===== config.mk =====
export PLATFORM = sky130hd
export DESIGN_NAME = mul_sequencer
export DESIGN_NICKNAME = d
export VERILOG_FILES = /design/src/rtl/mul_sequencer.sv
export SDC_FILE = /design/constraint.sdc
export NUM_CORES = 1
export LEC_CHECK = 0
export BUFFER_PORTS_ARGS = -buffer_cell sky130_fd_sc_hd__buf_2
export CAP_MARGIN = 5
export CORE_MARGIN = 5
export CORE_UTILIZATION = 40
export CTS_BUF_LIST = sky130_fd_sc_hd__clkbuf_4 sky130_fd_sc_hd__clkbuf_8
export CTS_CLUSTER_SIZE = 12
export DETAILED_ROUTE_END_ITERATION = 10
export GPL_ROUTABILITY_DRIVEN = 0
export HOLD_SLACK_MARGIN = 0.03
export PLACE_DENSITY = 0.72
export SLEW_MARGIN = 20
export SYNTH_ARGS = -nofsm -noshare
export SYNTH_HDL_FRONTEND = slang
export SYNTH_SLANG_ARGS = --single-unit
export TNS_END_PERCENT = 50

===== constraint.sdc =====
create_clock -name clk -period 2.2 [get_ports clk]
set_input_delay 0.22 -clock clk [delete_from_list [all_inputs] [get_ports clk]]
set_output_delay 0.22 -clock clk [all_outputs]
set_load 0.02 [all_outputs]

===== src/rtl/mul_sequencer.sv =====
// Wraps an external shift-add multiplier: sign handling, zero bypass, watchdog and a held response.
// Response appears BITS+2 cycles after accept (1 for zero bypass); held until rsp_ready, no accept while busy.
module mul_sequencer #(
  parameter int BITS = 16
) (
  input  logic              clk,
  input  logic              rst_n,
  input  logic              req_valid,
  output logic              req_ready,
  input  logic [BITS-1:0]   req_a,
  input  logic [BITS-1:0]   req_b,
  input  logic              req_signed,
  output logic              mul_en,
  output logic [BITS-1:0]   mul_a,
  output logic [BITS-1:0]   mul_b,
  input  logic [2*BITS-1:0] mul_result,
  input  logic              mul_done,
  output logic              rsp_valid,
  input  logic              rsp_ready,
  output logic [BITS-1:0]   rsp_hi,
  output logic [BITS-1:0]   rsp_lo,
  output logic              rsp_ovf
);

  localparam int PW     = 2 * BITS;
  localparam int WD_MAX = 2 * BITS + 4;
  localparam int WDW    = $clog2(WD_MAX + 1);
  localparam logic [WDW-1:0] WD_LAST = WDW'(WD_MAX - 1);

  typedef enum logic [1:0] {
    IDLE  = 2'd0,
    ISSUE = 2'd1,
    WAIT  = 2'd2,
    RESP  = 2'd3
  } state_t;

  state_t          state_q, state_d;
  logic [BITS-1:0] mag_a_q, mag_a_d;
  logic [BITS-1:0] mag_b_q, mag_b_d;
  logic            neg_q, neg_d;
  logic            sgn_q, sgn_d;
  logic [WDW-1:0]  wd_q, wd_d;
  logic [PW-1:0]   prod_q, prod_d;
  logic            ovf_q, ovf_d;

  logic            accept;
  logic            req_zero;
  logic [BITS-1:0] abs_a;
  logic [BITS-1:0] abs_b;
  logic [PW-1:0]   prod_mul;

  // Signed overflow: upper half must be a pure sign extension of the lower half.
  function automatic logic ovf_of(input logic [PW-1:0] p, input logic sgn);
    logic res;
    if (sgn) res = (p[PW-1:BITS] != {BITS{p[BITS-1]}});
    else     res = (p[PW-1:BITS] != '0);
    return res;
  endfunction

  assign req_ready = (state_q == IDLE) && mul_done;
  assign mul_en    = (state_q == ISSUE);
  assign mul_a     = mag_a_q;
  assign mul_b     = mag_b_q;
  assign rsp_valid = (state_q == RESP);
  assign rsp_hi    = prod_q[PW-1:BITS];
  assign rsp_lo    = prod_q[BITS-1:0];
  assign rsp_ovf   = ovf_q;

  // Negating the most-negative value wraps to 2^(BITS-1), which is the correct unsigned magnitude.
  always_comb begin
    abs_a    = (req_signed && req_a[BITS-1]) ? -req_a : req_a;
    abs_b    = (req_signed && req_b[BITS-1]) ? -req_b : req_b;
    accept   = req_valid && req_ready;
    req_zero = (req_a == '0) || (req_b == '0);
    prod_mul = neg_q ? -mul_result : mul_result;
  end

  always_comb begin
    state_d = state_q;
    mag_a_d = mag_a_q;
    mag_b_d = mag_b_q;
    neg_d   = neg_q;
    sgn_d   = sgn_q;
    wd_d    = wd_q;
    prod_d  = prod_q;
    ovf_d   = ovf_q;
    case (state_q)
      IDLE: begin
        if (accept) begin
          mag_a_d = abs_a;
          mag_b_d = abs_b;
          sgn_d   = req_signed;
          wd_d    = '0;
          if (req_zero) begin
            neg_d   = 1'b0;
            prod_d  = '0;
            ovf_d   = 1'b0;
            state_d = RESP;
          end else begin
            neg_d   = req_signed && (req_a[BITS-1] ^ req_b[BITS-1]);
            state_d = ISSUE;
          end
        end
      end
      ISSUE: begin
        wd_d    = '0;
        state_d = WAIT;
      end
      WAIT: begin
        if (mul_done) begin
          prod_d  = prod_mul;
          ovf_d   = ovf_of(prod_mul, sgn_q);
          state_d = RESP;
        end else if (wd_q == WD_LAST) begin
          // Multiplier never finished: report a saturated, flagged result instead of hanging.
          prod_d  = '1;
          ovf_d   = 1'b1;
          state_d = RESP;
        end else begin
          wd_d = wd_q + WDW'(1);
        end
      end
      RESP: begin
        if (rsp_ready) state_d = IDLE;
      end
      default: state_d = IDLE;
    endcase
  end

  always_ff @(posedge clk or negedge rst_n) begin
    if (!rst_n) begin
      state_q <= IDLE;
      mag_a_q <= '0;
      mag_b_q <= '0;
      neg_q   <= 1'b0;
      sgn_q   <= 1'b0;
      wd_q    <= '0;
      prod_q  <= '0;
      ovf_q   <= 1'b0;
    end else begin
      state_q <= state_d;
      mag_a_q <= mag_a_d;
      mag_b_q <= mag_b_d;
      neg_q   <= neg_d;
      sgn_q   <= sgn_d;
      wd_q    <= wd_d;
      prod_q  <= prod_d;
      ovf_q   <= ovf_d;
    end
  end

endmodule


# Word level (Yosys, flattened, before mapping)
# Cells that the tools add are included.
word_totals:
  register_bits: 75
  elab_cells: 65
op_classes:
  add_sub_neg: 4
  eq_ne: 11
  mux: 25
  n_bitwise: 1
  reduce_logical: 16
ops:
  columns: ["op", "n"]
  rows:
  - ["$mux W32", 5]
  - ["$pmux W32 S2", 1]
  - ["$logic_not A16 Y1", 2]
  - ["$mux W16", 2]
  - ["$neg A16 Y16", 2]
  - ["$neg A32 Y32", 1]
  - ["$mux W6", 3]
  - ["$pmux W6 S3", 1]
  - ["$ne A16 B16 Y1", 1]
  - ["$reduce_bool A16 Y1", 1]
  - ["$mux W2", 5]
  - ["$ne A2 B2 Y1 const B", 4]
  - ["$pmux W2 S4", 1]
  - ["$reduce_and A4 Y1", 2]
  - ["$add A6 B1 Y6 const B", 1]
  - ["$eq A6 B6 Y1 const B", 1]
  - ["$mux W1", 6]
  - ["$logic_and A1 B1 Y1", 5]
  - ["$eq A2 B2 Y1 const B", 2]
  - ["$ne A3 B3 Y1 const B", 1]
  - ["$reduce_and A3 Y1", 1]
  - ["$reduce_bool A3 Y1", 1]
  - ["$eq A2 B1 Y1 const B", 1]
  - ["$logic_not A2 Y1", 1]
  - ["6 further kinds", 6]

# Logic depth before layout (Yosys ltp)
logic_depth:
  depth_word: 6
  ltp_mapped: 12
  ltp_nobuf: 10

# Least setup slack after synthesis
# No wires, ideal clock.
synth_path:
  kind: "input to register"
  start: "input req_a[0]"
  end: "register prod_q[10]"
  t_arrival_ps: 2848
  slack_ps: -769
  path_stages: 11
  path_cell_list: "inv_1 ha_1 or3b_1 or3_1 or4_1 o32ai_2 a31oi_1 or2_1 clkbuf_1 clkbuf_1 a22o_1"
synth_via:
  elab_chain_len: 4
synth_rtl:
  columns: ["item", "line_no", "rtl"]
  rows:
  - ["from (decl)", "10", "input logic [BITS-1:0] req_a,"]
  - ["$logic_not A16 Y1", "74", "req_zero = (req_a == '0) || (req_b == '0);"]
  - ["$logic_or A1 B1 Y1", "74", null]
  - ["$ne A2 B2 Y1 (no source line)", null, null]
  - ["$reduce_and A4 Y1 (no source line)", null, null]
  - ["to (signal assigned)", "147", "prod_q <= prod_d;"]
  - ["to (decl)", "43", "logic [PW-1:0] prod_q, prod_d;"]
# Every way passes these cells.
# A chain may end at the register's enable or synchronous reset.

# Worst setup path in the final report
layout_path:
  start: "input mul_result[2]"
  end: "register ovf_q, in the netlist rsp_ovf"
layout_via:
  elab_chain_len: 6
  word_cells_on_any_way: 7
  classes_between: "add/sub (1); eq/ne (1); mux (4); reduce/logical (1)"
layout_rtl:
  columns: ["item", "line_no", "rtl"]
  rows:
  - ["from (decl)", "16", "input logic [2*BITS-1:0] mul_result,"]
  - ["$neg A32 Y32 *", "75", "prod_mul = neg_q ? -mul_result : mul_result;"]
  - ["$mux W32 *", "75", null]
  - ["$ne A16 B16 Y1 / $reduce_bool A16 Y1 (equally long branches)", "55, 56", null]
  - ["$mux W1 *", "55", "if (sgn) res = (p[PW-1:BITS] != {BITS{p[BITS-1]}});"]
  - ["$mux W1 *", "110", "if (mul_done) begin"]
  - ["$pmux W1 S2 *", "87", "case (state_q)"]
  - ["to (signal assigned)", "148", "ovf_q <= ovf_d;"]
  - ["to (decl)", "44", "logic ovf_q, ovf_d;"]
# Mark *: on every way between the ends. The rest lies on a longest branch, timed or not.

==> results.ini <==
[status]
status = complete, but fails checks
violations = negative setup slack

[yosys]
yosys.area_share.simple_pct = 19.4
synth_ff_type = dfrtp_1
syn_inst = 506
yosys.area.top_type = dfrtp_1
async_reset_ff_share_pct = 100
yosysWarnings = 0
synth_compound_area_share_pct = 20.6
netlist_area_mm2 = 0.00457
synth_xor_area_share_pct = 11.7
seq_area_frac_synth_pct = 41.1
synth_top_family_by_area = compound AO/OA/AOI/OAI gates
synth_top_area_share_pct = 41.1
muxShareOfSynthArea_pct = 1.15
avgSynthCellArea_um2 = 9.03
synth_fp_nets = 585
synth_adder_area_share_pct = 2.46
netlist_top_cells_area = dfrtp_1, xor2_1, nand2_1
synth-edff-count = 0
synth_cell_types = 48
synth_seq_cells = 75

[global_route]
grt_overflow = 0
antenna_found_initial = 0
grt_pass1_wl_mm = 22.5
track_usage_pct = 20.6
grt_max_degree = 52
first_global_vias = 4811

[die]
die_area_mm2 = 0.0137
dieHeight_um = 117
die-width_um = 117
coreArea_mm2 = 0.0113
num_rows = 39
boundaryPins = 138
start_util_pct = 40.4

[placed_design]
dpl_cell_area_mm2 = 0.00618
hpwl_mm = 10.6
port_buffers = 137

[timing]
period_share_pct = 123
hold_violations = 0
timing.setup.tns_ns = -12.32
finalSetupViolations = 33
rsz0062_at_grt = true
slew_headroom_pct = 54.8
fin_crit_ns = 2.71
setup_slack_ns = -0.509
finalMaxSlewViolations = 0
skew_ns = 0.0141
worstMarginPinSlew_ns = 0.678
fmax_mhz = 369

[power_and_ir_drop]
power_mw = 8.03
p_per_area_mw_per_mm2 = 1190
vdd_drop_max_mv = 0.812
leakagePower_nw = 3.25

[cells_and_area]
n_antenna_cell = 0
utilization_pct = 59.4
syn_to_final_growth_pct = 47.1
drive_above_1_share_pct = 40.5
fillers = 953
finalInstanceArea_mm2 = 0.00672
nNetsFinal = 815

[setup_path]
end_kind = flop
critical_path_class = in2reg
crit_path_max_fanout = 5
required_ns = 2.45
worst_setup_path_start_kind = primary input
arrival_ns = 2.96

[route]
drt-wirelength-per-cell_um = 16.7
drc = 0
num_vias = 4765
wl_mm = 14.7
vias_per_cell = 5.39
drtPass1Iterations = 5
ant_nets = 0
first_iter_violations = 321

[flow_run]
cap_viol_max_count = 0

[min_path]
worstHoldPathType = in2reg

[cts]
clock_sinks = 75
cts_buffer_depth = 2
clk_latency_ns = 0.37
cts_max_level = 3
cts_root_buf = clkbuf_8
tritoncts = yes
cts-buffers-inserted = 9
clk_pin_slew_worst_paths_ns = 0.08

[where the power goes]
part / total, mW / internal, mW / switching (mW)
registers: 2.33 / 1.97 / 0.354
clock network: 1.27 / 0.707 / 0.563
logic: 4.43 / 1.90 / 2.53
total: 8.03 / 4.58 / 3.45
[area by class of cell]
type	instances	area, µm²	share of cell area [%]
clock buffers	11	151	2.25
clock inverters	5	82.6	1.23
inverters	14	70.1	1.04
multi-input cells	389	2730	40.6
flip-flops and latches	75	1880	27.9
well taps	143	179	2.66
repair buffers	247	1640	24.3
[cell families (layout without fill, tap and decap cells)]
group,Yosys count,count (layout)
buffers and inverters,42,277
multiplexers,5,5
AND/OR/NAND/NOR,185,185
flip-flops,75,75
XOR/XNOR,60,60
adder cells (fa/ha/maj),9,9
AO/OA/AOI/OAI,130,130
[synthesized netlist by cell type, types with 13 or more instances]
library cell and number:
xor2_1 45, o21ai_0 47, nor2_1 22, nand2_1 96, o31ai_1 17, inv_1 13, dfrtp_1 75, xnor2_1 14
a22o_1 33, clkbuf_1 24
[placed cells by master (no fill, tap or decap), types with 7 or more instances in the layout]
master,instances
a22o_1,33
o31ai_1,13
o21ai_0,44
xnor2_1,12
nand4_1,7
xor2_1,43
o41ai_1,8
clkbuf_8,11
buf_4,104
dfrtp_1,75
nand3_1,7
nor2_1,21
or4_1,8
inv_1,11
ha_1,8
a21oi_1,9
nor4_1,8
buf_2,132
nand2_1,95
[flip-flops by register name (all words and copies together) (netlist names)]
register	count
rsp_ovf	1
neg_q	1
prod_q	32
wd_q	6
state_q	2
sgn_q	1
mul_a	16
mul_b	16
[metal layers]
layer / wire (µm) / vias to the layer above / global-route usage (%)
met5: 0 / - / 0
li1: - / 2267 / -
met4: 488 / 0 / 8.72
met2: 7210 / 226 / 34.7
met1: 5720 / 2232 / 24.8
met3: 1320 / 40 / 5.45
[per-stage QoR]
stage | hold slack [ns] | cells | setup slack (ns)
global route | 0.131 | 884 | -0.568
finish | 0.130 | 884 | -0.509
CTS | 0.122 | 879 | -0.420
detailed placement | 0.300 | 860 | -1.04
floorplan | -0.0756 | 506 | -0.700
global placement | 0.287 | 860 | -0.872
[worst paths after layout]
| kind | from | end | slack (ns) | depth (start not counted) |
|---|---|---|---|---|
| worst min register to register | prod_q[0] | prod_q[0] | 0.48 | 2 |
| worst max-delay path | mul_result[2] | rsp_ovf | -0.51 | 9 |
| min in group asynchronous | rst_n | prod_q[5] | 0.43 | 2 |
| worst min-delay path | req_a[0] | mul_a[0] | 0.13 | 3 |
| worst max register to register | neg_q | rsp_ovf | 0.01 | 7 |
| max in group asynchronous | rst_n | mul_a[0] | 1.13 | 3 |
[critical path, stage by stage]
cell and delay (ns):
buf_6 0.09, or4_4 0.54, or4b_4 0.62, o31ai_4 0.35
xnor2_2 0.18, o22ai_2 0.14, a2111oi_1 0.40, nand4_1 0.15
a32o_1 0.28
[timing repair]
item	4_1_cts	5_1_grt
resized for setup	26	12
pin swaps	13	12
hold buffers	1	0
cloned	0	3
setup buffers	2	2
endpoints found under the hold margin	48	0
setup endpoints to repair	36	35
Note: power is estimated with default switching activity, not from simulation.
